## src/rtl/serial_fas.sv

```systemverilog
// Bit-serial N-bit adder/subtractor: one full adder-subtractor slice plus a carry/borrow flop, LSB first.
// Optional signed-overflow output enabled by defining SERIAL_FAS_OVF_EN.
module serial_fas #(
  parameter int unsigned N = 8
) (
  input  logic         clk,
  input  logic         rst,
  input  logic         start,
  input  logic         a_ns,
  input  logic [N-1:0] a,
  input  logic [N-1:0] b,
`ifdef SERIAL_FAS_OVF_EN
  output logic         ovf,
`endif
  output logic         busy,
  output logic         done,
  output logic [N-1:0] result,
  output logic         cout
);

  localparam int unsigned CW = (N > 1) ? $clog2(N) : 1;

  typedef enum logic [1:0] {IDLE, RUN, DONE} state_t;

  state_t        state, state_nx;
  logic [CW-1:0] cnt;
  logic [N-1:0]  a_sr, b_sr, acc, acc_nx;
  logic          mode, c;
  logic          ai, bi, s, c_nx, last;
  logic          load, busy_nx, done_nx;

  // Bit slice: mode=1 adds with carry, mode=0 subtracts with borrow
  assign ai     = a_sr[0];
  assign bi     = b_sr[0];
  assign s      = ai ^ bi ^ c;
  assign c_nx   = mode ? ((ai & bi) | (c & (ai ^ bi)))
                       : ((~ai & bi) | (~(ai ^ bi) & c));
  assign acc_nx = {s, acc[N-1:1]};
  assign last   = (state == RUN) && (cnt == CW'(N - 1));

  always_ff @(posedge clk or posedge rst) begin
    if (rst) state <= IDLE;
    else     state <= state_nx;
  end

  always_comb begin
    state_nx = state;
    case (state)
      IDLE:    if (start) state_nx = RUN;
      RUN:     if (last)  state_nx = DONE;
      DONE:    state_nx = start ? RUN : IDLE;
      default: state_nx = IDLE;
    endcase
  end

  // A start is accepted from IDLE or DONE, never mid-operation
  always_comb begin
    load    = 1'b0;
    busy_nx = 1'b0;
    done_nx = 1'b0;
    load    = start && (state != RUN);
    busy_nx = (state_nx == RUN);
    done_nx = (state_nx == DONE);
  end

  always_ff @(posedge clk or posedge rst) begin
    if (rst) begin
      a_sr   <= '0;
      b_sr   <= '0;
      acc    <= '0;
      mode   <= 1'b0;
      c      <= 1'b0;
      cnt    <= '0;
      busy   <= 1'b0;
      done   <= 1'b0;
      result <= '0;
      cout   <= 1'b0;
`ifdef SERIAL_FAS_OVF_EN
      ovf    <= 1'b0;
`endif
    end else begin
      busy <= busy_nx;
      done <= done_nx;
      if (load) begin
        a_sr <= a;
        b_sr <= b;
        mode <= a_ns;
        c    <= 1'b0;
        cnt  <= '0;
        acc  <= '0;
      end else if (state == RUN) begin
        a_sr <= {1'b0, a_sr[N-1:1]};
        b_sr <= {1'b0, b_sr[N-1:1]};
        acc  <= acc_nx;
        c    <= c_nx;
        cnt  <= last ? '0 : cnt + CW'(1);
        if (last) begin
          result <= acc_nx;
          cout   <= c_nx;
`ifdef SERIAL_FAS_OVF_EN
          ovf    <= c ^ c_nx;
`endif
        end
      end
    end
  end

endmodule

```

## config.mk

```make
export PLATFORM = sky130hd
export DESIGN_NAME = serial_fas
export DESIGN_NICKNAME = d
export VERILOG_FILES = /design/src/rtl/serial_fas.sv
export SDC_FILE = /design/constraint.sdc
export NUM_CORES = 1
export LEC_CHECK = 0
export BUFFER_PORTS_ARGS = -buffer_cell sky130_fd_sc_hd__buf_2
export CAP_MARGIN = 30
export CORE_MARGIN = 4
export CORE_UTILIZATION = 55
export CTS_CLUSTER_SIZE = 16
export DETAILED_ROUTE_END_ITERATION = 8
export PLACE_DENSITY = 0.84
export REMOVE_ABC_BUFFERS = 1
export SLEW_MARGIN = 5
export SYNTH_ARGS = -nofsm -noshare
export SYNTH_HDL_FRONTEND = slang
export SYNTH_SLANG_ARGS = --single-unit
```

## constraint.sdc

```tcl
create_clock -name clk -period 2.6 [get_ports clk]
set_input_delay 0.13 -clock clk [delete_from_list [all_inputs] [get_ports clk]]
set_output_delay 0.13 -clock clk [all_outputs]
set_load 0.005 [all_outputs]
```

### After elaboration in Yosys (flattened, before gate mapping)

Index checks and enable logic that the tools add are counted.

* bits in registers: 42
* input port bits: 20
* output and inout port bits: 11
* logic and storage cells: 50

* add/subtract/negate cells: 1
* equal/unequal tests: 6
* multiplexer cells: 16
* bitwise gates (word level): 11
* reduce and logical (&&, ||, !) cells: 5

Operator list (count)
* $mux W8: 6
* $mux W3: 3
* $pmux W2 S3: 1
* $and A1 B1 Y1: 4
* $eq A2 B1 Y1 const B: 2
* $eq A2 B2 Y1 const B: 2
* $mux W1: 4
* $mux W2: 2
* $add A3 B1 Y3 const B: 1
* $eq A3 B3 Y1 const B: 1
* $not A1 Y1: 3
* $reduce_and A3 Y1: 1
* $logic_and A1 B1 Y1: 2
* $logic_not A2 Y1: 1
* $ne A2 B1 Y1 const B: 1
* $or A1 B1 Y1: 2
* $reduce_bool A2 Y1: 1
* $xor A1 B1 Y1: 2

### Depth between registers and ports, before layout

Gate-level depths: netlist of run 1.

* depth after elaboration: 7
* gate-level depth with buffers: 6
* depth with buffers taken out: 5

### Worst setup path after synthesis of run 1

No wires, ideal clock.

* path type: reg2reg
* start point: register cnt[0]
* end point: register result[0]
* data arrival time: 1360 ps
* required time: 2475 ps
* setup slack: 1114 ps
* stages on the path, launching flop included: 6
* clock period less this slack: 1486 ps
* cells stage by stage: dfrtp_1 ha_1 ha_1 nand3b_2 buf_6 mux2_4

* word-level cells in the longest chain between the ends: 3

Ends and longest elaborated chain
* start: declaration: RTL line 26 `logic [CW-1:0] cnt;`
* start signal: assignment: RTL line 96 `cnt <= last ? '0 : cnt + CW'(1);`
* $eq A3 B3 Y1: RTL line 39 `assign last = (state == RUN) && (cnt == CW'(N - 1));`
* $logic_and A1 B1 Y1: RTL line 39
* $reduce_and A3 Y1 (no source line)
* end signal: assignment: RTL line 98 `result <= acc_nx;`
* end: declaration: RTL line 17 `output logic [N-1:0] result,`

Every way passes these cells.
A chain may end at the register's enable or synchronous reset.

### Worst setup path after layout of run 1

* start point: register cnt[0]
* end point: register result[6]

The elaborated chain is that of the path after synthesis.

==> impl_metrics.py, run 1 <==
metrics = {
    "status": {
        "status": "finished, final reports clean",
    },
    "pwr": {
        "ir_worst_vdd_mv": 0.528,
        "swShare_pct": 34.5,
        "power_frac_seq_pct": 51.7,
        "switchingPower_uw": 724,
        "power_frac_clock_pct": 15.1,
        "p_leak_nw": 1.02,
        "p_int_mw": 1.37,
        "p_comb_share_pct": 33.2,
        "pwr_density_cell_mw_per_mm2": 1040,
    },
    "clock_network": {
        "clkSinkCount": 41,
        "clock-root-buffer": "clkbuf_4",
        "cts_buffers": 5,
        "tritoncts": "yes",
        "clk-insertion-delay-late_ns": 0.34,
        "htreeDepth": 2,
        "clockBufferDepth": 2,
        "path_clk_slew_ns": 0.11,
    },
    "die": {
        "die_area_mm2": 0.00426,
        "die_w_um": 65.2,
        "initial_core_util_pct": 58.1,
        "ioPinCount": 31,
        "core_mm2": 0.00310,
        "row_count": 20,
        "die_y_um": 65.2,
    },
    "final_layout": {
        "n_antenna_cell": 0,
        "utilization_pct": 64.7,
        "n_fill_cell": 267,
        "drive_above_1_share_pct": 25.9,
        "synthToLayoutAreaGrowth_pct": 11.4,
        "nNetsFinal": 209,
    },
    "timing": {
        "tightestPinTransition_ns": 0.748,
        "rsz0062_at_grt": "false",
        "finalCritPeriodShare_pct": 63.4,
        "final_hold_viol_count": 0,
        "skew_ns": 0.00612,
        "setup_viol": 0,
        "fmax_ghz": 0.607,
        "maxSlewHeadroom_pct": 50.1,
        "setup_tns_ns": 0,
        "post-route-min-period_ns": 1.65,
        "drv_slew": 0,
    },
    "synth": {
        "syn_inst": 155,
        "yosys-top-cells-count": "41 x dfrtp_1, 32 x nand2_1, 22 x o21ai_0",
        "synth.distinct_cells": 23,
        "yosysSeqAreaShare_pct": 56.9,
        "synth-main-ff-cell": "dfrtp_1",
        "synthMostInstantiatedCell": "dfrtp_1",
        "async_reset_ff_share_pct": 100,
        "synth.area.top_cells": "dfrtp_1 57%, mux2i_1 9.4%, nand2_1 6.7%",
        "ys_seq_elements": 41,
        "ys_warn_count": 0,
        "synth_area_per_cell_um2": 11.6,
        "synth-edff-count": 0,
        "yosys.area.top_type": "dfrtp_1",
        "yosysTopAreaCellShare_pct": 56.9,
        "synthesis.area_mm2": 0.00180,
    },
    "grt": {
        "grt_pass1_wl_um": 5320,
        "gr-usage-all-layers_pct": 16.3,
        "grt_max_degree": 28,
        "overflow": 0,
        "antenna_found_initial": 0,
        "grt_pass1_vias": 1201,
    },
    "setup_path": {
        "r2r-start": "cnt[0]$_DFFE_PP0P_",
        "required_ns": 2.84,
        "endpoint_kind": "flip-flop",
        "path_max_fanout": 12,
        "arrival_ns": 1.88,
        "crit_type": "reg2reg",
        "startpoint": "cnt[0]$_DFFE_PP0P_",
        "startpoint_type": "flip-flop",
    },
    "detailed_routing": {
        "drtAntennaViolNets": 0,
        "vias_per_cell": 5.19,
        "routed_wl_um": 3050,
        "post_drt_wl_per_cell_um": 13.3,
        "drc": 0,
        "drtIter0Drc": 53,
        "drtPass1Iterations": 4,
        "dr_total_vias": 1188,
    },
    "hold_path": {
        "worstHoldStart": "a_ns",
        "hp-class": "in2reg",
    },
    "placement": {
        "hpwlAfterDp_um": 2210,
        "io_buffer_count": 30,
        "gp_congestion": 0.767,
    },
    "run": {
        "cap_violations": 0,
    },
}
-- flip-flops by register name, summed over array words and instances (netlist names), 2 cells and up --
| signal | flops |
|---|---|
| result | 8 |
| cnt | 3 |
| b_sr | 8 |
| a_sr | 8 |
| state | 2 |
| acc | 7 |
-- worst paths after layout --
kind,to,slack [ns],cells past startpoint
max in group asynchronous,cnt[2]$_DFFE_PP0P_,1.40,4
max,result[6]$_DFFE_PP0P_,0.95,4
min reg2reg,b_sr[3]$_DFFE_PP0P_,0.50,2
min,mode$_DFFE_PP0P_,0.01,3
max reg2reg,result[6]$_DFFE_PP0P_,0.95,4
min in group asynchronous,acc[6]$_DFFE_PP0P_,0.44,3
-- worst max-delay path: stages (launching register included) --
cell and delay [ns]:
dfrtp_1 0.41, ha_1 0.21, ha_1 0.25, nand3b_2 0.30, mux2_2 0.38
-- power groups by stage --
stage / clock network, mW / registers [mW] / logic (mW)
after global placement: 0 / 1.08 / 0.659
after floorplan: 0 / 1.06 / 0.473
after CTS: 0.323 / 1.08 / 0.709
final: 0.317 / 1.08 / 0.695
after detailed placement: 0 / 1.09 / 0.706
after global routing: 0.358 / 1.12 / 0.796
-- cell type report --
type                            count  area [um^2]  area share (%)
Inverter                            5         18.8           0.935
Multi-Input combinational cell     99          677            33.7
Timing Repair Buffer               33          175            8.73
Tap cell                           44         55.1            2.74
Clock buffer                        7         55.1            2.74
Sequential cell                    41         1030            51.1
-- what timing repair did --
item / in CTS / in global routing
hold buffers: 1 / 0
setup buffers: 0 / 0
resized for setup: 0 / 0
endpoints found under the hold margin: 20 / 0
-- layout by cell type, fill, tap and decap left out --
cell	n
mux2_2	2
o21ai_1	3
mux2i_1	17
mux2_4	6
dlygate4sd3_1	1
nor2_1	2
clkbuf_4	5
and2b_1	1
nor3b_1	1
buf_4	2
inv_1	5
ha_1	2
o21ai_0	22
nand3b_2	1
a31o_2	1
clkbuf_8	1
nand2_1	32
nand2b_1	1
o22ai_1	2
nand3_1	3
fa_1	2
buf_2	30
dfrtp_1	41
clkbuf_1	1
o31ai_1	1
-- kinds of logic (layout without fill, tap and decap cells) --
logic type	Yosys count	count (layout)	synth area share, %
DFF	41	41	56.9
and+or+nand+nor	41	41	9.72
AOI/OAI and AO/OA	29	29	8.54
muxes	25	25	15.7
buffers and inverters	15	45	5.49
adders and majority gates	4	4	3.61
-- metal layers --
| layer | vias up | share of wire (%) | wire length, um | GRT usage, % |
|---|---|---|---|---|
| met3 | 4 | 5.8 | 177 | 5.64 |
| met4 | 0 | 0.72 | 22 | 3.11 |
| met2 | 31 | 48 | 1470 | 26.7 |
| met1 | 574 | 45 | 1380 | 21.2 |
| li1 | 579 | - | - | - |
| met5 | - | 0 | 0 | 0 |
-- stage by stage --
step | worst slack [ns] | std cells | hold slack, ns | instance area (um^2) | total power, mW
final | 0.952 | 229 | 0.0121 | 2010 | 2.10
after global routing | 0.738 | 229 | 0.00863 | 2010 | 2.28
after CTS | 0.925 | 229 | 0.0126 | 2010 | 2.12
after detailed placement | 0.932 | 221 | 0.289 | 1940 | 1.80
after global placement | 1.01 | 221 | 0.270 | 1940 | 1.74
after floorplan | 1.06 | 145 | 0.259 | 1720 | 1.53
Note: power is estimated with default switching activity, not from simulation.
==> run 2: changes to the inputs <==
--- a/config.mk
+++ b/config.mk
@@ -8,10 +8,10 @@
 export BUFFER_PORTS_ARGS = -buffer_cell sky130_fd_sc_hd__buf_2
 export CAP_MARGIN = 30
 export CORE_MARGIN = 4
-export CORE_UTILIZATION = 55
+export CORE_UTILIZATION = 54
 export CTS_CLUSTER_SIZE = 16
 export DETAILED_ROUTE_END_ITERATION = 8
-export PLACE_DENSITY = 0.84
+export PLACE_DENSITY = 0.83
 export REMOVE_ABC_BUFFERS = 1
 export SLEW_MARGIN = 5
 export SYNTH_ARGS = -nofsm -noshare
==> constraint.sdc (replaced) <==
create_clock -name clk -period 1.7 [get_ports clk]
set_input_delay 0.085 -clock clk [delete_from_list [all_inputs] [get_ports clk]]
set_output_delay 0.085 -clock clk [all_outputs]
set_load 0.005 [all_outputs]
==> run 2 against run 1 <==
Against the previous run: die area is 1.6% higher; global-route usage is 0.92 points higher; clock power is 42% higher; flip-flop and latch count stayed put; fmax is 5.1% higher; clock skew is 0.00099 ns lower; non-clock buffer count is 6 higher; worst setup slack worse by 0.82 ns; sequential power is 54% higher.
==> impl_metrics.py, run 2 (synthesis gave the netlist of run 1 again) <==
metrics = {
    "setup_path": {
        "rr_worst_depth": 4,
        "crit_type": "reg2reg",
        "startpoint_type": "flip-flop",
        "slowest_stage": "dfrtp_1",
        "arrival_ns": 1.81,
        "required_ns": 1.94,
        "critical_path.max_stage_delay_ns": 0.41,
        "r2r_slack_ns": 0.13,
        "path_cells": "ha_1 -> ha_1 -> nand3b_4 -> mux2_2",
        "crit_buf_inv": 0,
        "endpoint_kind": "flip-flop",
        "r2r-start": "cnt[0]$_DFFE_PP0P_",
        "worst_path_most_repeated_cell": "ha_1",
        "cpLargestDelayFamily": "adder cells",
        "reg2reg_to": "result[5]$_DFFE_PP0P_",
        "path_max_fanout": 12,
    },
    "clock_network": {
        "htreeDepth": 2,
        "clock-root-buffer": "clkbuf_4",
        "clk-insertion-delay-late_ns": 0.35,
        "clkSinkCount": 41,
        "cts_buffers": 5,
        "tritoncts": "yes",
        "path_clk_slew_ns": 0.11,
        "post_cts_buffers": 0,
        "clockBufferDepth": 2,
    },
    "timing": {
        "final_hold_viol_count": 0,
        "post-route-min-period_ns": 1.57,
        "skew_ns": 0.00513,
        "fmax_ghz": 0.638,
        "drv_slew": 0,
        "maxSlewHeadroom_pct": 65.3,
        "rsz0062_at_grt": "false",
        "setup_tns_ns": 0,
        "setup_ws_ns": 0.132,
        "tightestPinTransition_ns": 0.519,
        "setup_viol": 0,
        "finalCritPeriodShare_pct": 92.3,
    },
    "hold_path": {
        "min_path_cells": 3,
        "hp-class": "in2reg",
        "min_to": "b_sr[4]$_DFFE_PP0P_",
        "worstHoldStart": "b[4]",
    },
    "final_layout": {
        "n_antenna_cell": 0,
        "drive_above_1_share_pct": 26.0,
        "nNetsFinal": 215,
        "layout_common_cells": "41 x dfrtp_1, 32 x nand2_1, 30 x buf_2",
        "utilization_pct": 65.9,
        "final_common_cell": "dfrtp_1",
        "synthToLayoutAreaGrowth_pct": 14.4,
        "reg_top3": "a_sr (8), b_sr (8), result (8)",
        "finish.instance_area_mm2": 0.00206,
    },
    "grt": {
        "met3_usage_pct": 6.32,
        "grt_max_degree": 30,
        "antenna_found_initial": 0,
        "gr-usage-all-layers_pct": 17.2,
        "overflow": 0,
        "grt_busiest_layer": "met2",
        "grt_pass1_vias": 1269,
        "grtUsageMet1_pct": 20.0,
        "use_met2_pct": 29.8,
        "grt_pass1_wl_um": 5640,
    },
    "pwr": {
        "p_leak_nw": 1.06,
        "ir_worst_vdd_mv": 0.821,
        "pwr_density_cell_mw_per_mm2": 1550,
    },
    "detailed_routing": {
        "dr_total_vias": 1203,
        "drtPass1Iterations": 4,
        "drtIter0Drc": 45,
        "post_drt_wl_per_cell_um": 13.3,
        "drc": 0,
        "routed_wl_um": 3140,
        "vias_per_cell": 5.10,
        "drtAntennaViolNets": 0,
    },
    "placement": {
        "gp_congestion": 0.763,
        "postPlaceCellArea_mm2": 0.00196,
        "pre_cts_slack_ns": 0.0515,
        "hpwlAfterDp_um": 2340,
        "io_buffer_count": 30,
    },
    "status": {
        "status": "finished, final reports clean",
    },
    "die": {
        "ioPinCount": 31,
        "core_mm2": 0.00313,
        "die_y_um": 65.8,
        "row_count": 20,
        "die_w_um": 65.8,
        "initial_core_util_pct": 57.6,
        "die_area_mm2": 0.00432,
    },
    "run": {
        "cap_violations": 0,
    },
}
[run 2: cell type report]
cell class	instances	area (um^2)
fillers	251	1070
flip-flops and latches	41	1030
multi-input cells	99	686
repair buffers	39	228
well taps	44	55.1
clock buffers	8	48.8
inverters	5	18.8
[run 2: worst max-delay path by stage]
stage	from	end	slack, ns	cells after the start
4_1_cts	cnt[0]$_DFFE_PP0P_	result[5]$_DFFE_PP0P_	0.03	4
6_report	cnt[0]$_DFFE_PP0P_	result[5]$_DFFE_PP0P_	0.13	4
3_3_place_gp	cnt[0]$_DFFE_PP0P_	result[5]$_DFFE_PP0P_	0.11	4
5_1_grt	cnt[0]$_DFFE_PP0P_	result[6]$_DFFE_PP0P_	0.06	4
2_1_floorplan	cnt[0]$_DFFE_PP0P_	result[5]$_DFFE_PP0P_	0.16	4
3_5_place_dp	cnt[0]$_DFFE_PP0P_	result[5]$_DFFE_PP0P_	0.05	4
[run 2: stage by stage]
step           hold WS (ns)  total power, mW  std cells
3_5_place_dp          0.144             2.79        224
6_report             0.0226             3.21        236
3_3_place_gp          0.141             2.67        224
5_1_grt              0.0258             3.51        236
2_1_floorplan         0.214             2.34        145
4_1_cts              0.0254             3.24        236
[run 2: tightest hold or removal path, cell delays in order]
cell and delay [ns]:
buf_2 0.07, mux2i_1 0.05, o21ai_0 0.13
[run 2: timing repair]
action	4_1_cts	5_1_grt
endpoints found under the setup margin	0	8
gates resized for setup	0	1
hold buffers	4	0
hold endpoints to repair	16	0
[run 2: layer usage]
| layer | routed length, um | vias to the layer above |
|---|---|---|
| li1 | - | 590 |
| met1 | 1310 | 581 |
| met2 | 1620 | 27 |
| met3 | 181 | 5 |
| met4 | 32 | 0 |
| met5 | 0 | - |
[run 2: power breakdown]
group	switching, mW	leakage, nW	internal, mW
Sequential	0.271	0.517	1.39
Combinational	0.555	0.514	0.542
Clock	0.285	0.0265	0.165
==> run 3: changes to the inputs <==
--- a/config.mk
+++ b/config.mk
@@ -12,7 +12,6 @@
 export CTS_CLUSTER_SIZE = 16
 export DETAILED_ROUTE_END_ITERATION = 8
 export PLACE_DENSITY = 0.83
-export REMOVE_ABC_BUFFERS = 1
 export SLEW_MARGIN = 5
 export SYNTH_ARGS = -nofsm -noshare
 export SYNTH_HDL_FRONTEND = slang
==> run 3 against run 2 <==
Against the previous run: register-to-register slack hardly changed; sequential power about the same; global-route usage shrank 0.75 points; clock skew is 0.013 ns higher.
==> impl_metrics.py, run 3 (synthesis gave the netlist of run 1 again) <==
metrics = {
    "status": {
        "status": "finished, final reports clean",
    },
    "grt": {
        "gr-usage-all-layers_pct": 16.5,
        "antenna_found_initial": 0,
        "grt_pass1_vias": 1266,
        "grt_pass1_wl_um": 5400,
        "overflow": 0,
        "grt_max_degree": 48,
    },
    "timing": {
        "setup_viol": 0,
        "final_hold_viol_count": 0,
        "finalCritPeriodShare_pct": 91.9,
        "skew_ns": 0.0184,
        "fmax_ghz": 0.640,
        "rsz0062_at_grt": "false",
        "drv_slew": 0,
        "maxSlewHeadroom_pct": 67.0,
        "post-route-min-period_ns": 1.56,
        "tightestPinTransition_ns": 0.495,
        "setup_tns_ns": 0,
    },
    "setup_path": {
        "r2r-start": "cnt[0]$_DFFE_PP0P_",
        "required_ns": 1.96,
        "arrival_ns": 1.82,
        "crit_type": "reg2reg",
        "path_max_fanout": 12,
        "r2r_slack_ns": 0.14,
        "endpoint_kind": "flip-flop",
        "startpoint": "cnt[0]$_DFFE_PP0P_",
        "startpoint_type": "flip-flop",
        "reg2reg_to": "result[5]$_DFFE_PP0P_",
        "rr_worst_depth": 4,
    },
    "die": {
        "die_area_mm2": 0.00432,
        "initial_core_util_pct": 57.6,
        "die_y_um": 65.8,
        "row_count": 20,
        "die_w_um": 65.8,
        "ioPinCount": 31,
        "core_mm2": 0.00313,
    },
    "placement": {
        "gp_congestion": 0.705,
        "hpwlAfterDp_um": 2140,
        "dp.cells": 222,
        "io_buffer_count": 30,
    },
    "clock_network": {
        "cts_buffers": 5,
        "clk-insertion-delay-late_ns": 0.36,
        "clockBufferDepth": 2,
        "path_clk_slew_ns": 0.13,
        "htreeDepth": 2,
        "clkSinkCount": 41,
        "tritoncts": "yes",
        "post_cts_buffers": 0,
        "clock-root-buffer": "clkbuf_4",
    },
    "hold_path": {
        "min_to": "b_sr[1]$_DFFE_PP0P_",
        "worstHoldStart": "b[1]",
        "hp-class": "in2reg",
        "min_path_cells": 3,
    },
    "detailed_routing": {
        "drc": 0,
        "drtPass1Iterations": 4,
        "routed_wl_um": 2990,
        "post_drt_wl_per_cell_um": 12.6,
        "drtAntennaViolNets": 0,
        "vias_per_cell": 5.10,
        "drtIter0Drc": 72,
        "dr_total_vias": 1208,
    },
    "pwr": {
        "pwr_density_cell_mw_per_mm2": 1600,
        "finalPower_mw": 3.39,
        "ir_worst_vdd_mv": 0.844,
        "p_leak_nw": 1.09,
    },
    "final_layout": {
        "drive_above_1_share_pct": 26.4,
        "reg_top3": "a_sr (8), b_sr (8), result (8)",
        "synthToLayoutAreaGrowth_pct": 17.8,
        "layout_common_cells": "41 x dfrtp_1, 32 x nand2_1, 30 x buf_2",
        "n_antenna_cell": 0,
        "final_common_cell": "dfrtp_1",
        "final_cells": 237,
        "nNetsFinal": 216,
    },
    "synth": {
        "syn-num-nets": 179,
    },
    "run": {
        "cap_violations": 0,
    },
}
[run 3: cell count changes in the layout (fill, tap and decap cells not counted), sizes merged]
cell and delta:
clkbuf -3, dlygate4sd3 +3, buf -2, bufinv +1
clkinv +1, inv +1
[run 3: critical path, cell delays in order, from the launching register on]
cell,delay (ns)
dfrtp_1,0.42
ha_1,0.21
ha_1,0.26
nand3b_4,0.21
mux2_2,0.35
[run 3: layout make-up]
type                            instances  area (um^2)
Tap cell                               44         55.1
Sequential cell                        41         1030
Fill cell                             236         1010
Multi-Input combinational cell         99          686
Inverter                                5         18.8
Timing Repair Buffer                   40          255
Clock inverter                          3         43.8
Clock buffer                            5         37.5
[run 3: worst max path at each step]
stage | endpoint | slack [ns] | cells after the start
floorplan | result[0]$_DFFE_PP0P_ | 0.21 | 5
global placement | result[6]$_DFFE_PP0P_ | 0.10 | 4
detailed placement | result[5]$_DFFE_PP0P_ | 0.04 | 4
CTS | result[5]$_DFFE_PP0P_ | 0.02 | 4
global route | result[6]$_DFFE_PP0P_ | 0.08 | 4
finish | result[5]$_DFFE_PP0P_ | 0.14 | 4
[run 3: report_power, final]
part,switching [mW],internal [mW],total [mW]
Clock,0.326,0.312,0.639
Combinational,0.544,0.558,1.10
Sequential,0.261,1.38,1.65
Total,1.13,2.26,3.39
[run 3: layer usage]
layer	vias to the layer above	track usage (%)	wire, um
li1	595	-	-
met1	572	18.4	1270
met2	31	28.8	1480
met3	10	5.64	187
met4	0	6.22	53
met5	-	0	0
[run 3: what timing repair did]
| item | 4_1_cts | 5_1_grt |
|---|---|---|
| endpoints found under the setup margin | 0 | 8 |
| resized for setup | 0 | 1 |
| hold endpoints to repair | 46 | 1 |
| hold buffers | 6 | 1 |
[run 3: stage by stage]
step                setup slack, ns  instance area, um^2  hold slack [ns]  utilization [%]
floorplan                     0.214                 1800            0.214                -
global placement              0.101                 1960            0.218             62.7
detailed placement           0.0398                 1960            0.241             62.7
CTS                          0.0172                 2100          0.00198             67.2
global route                 0.0802                 2120           0.0161             67.8
finish                        0.137                 2120           0.0155             67.8
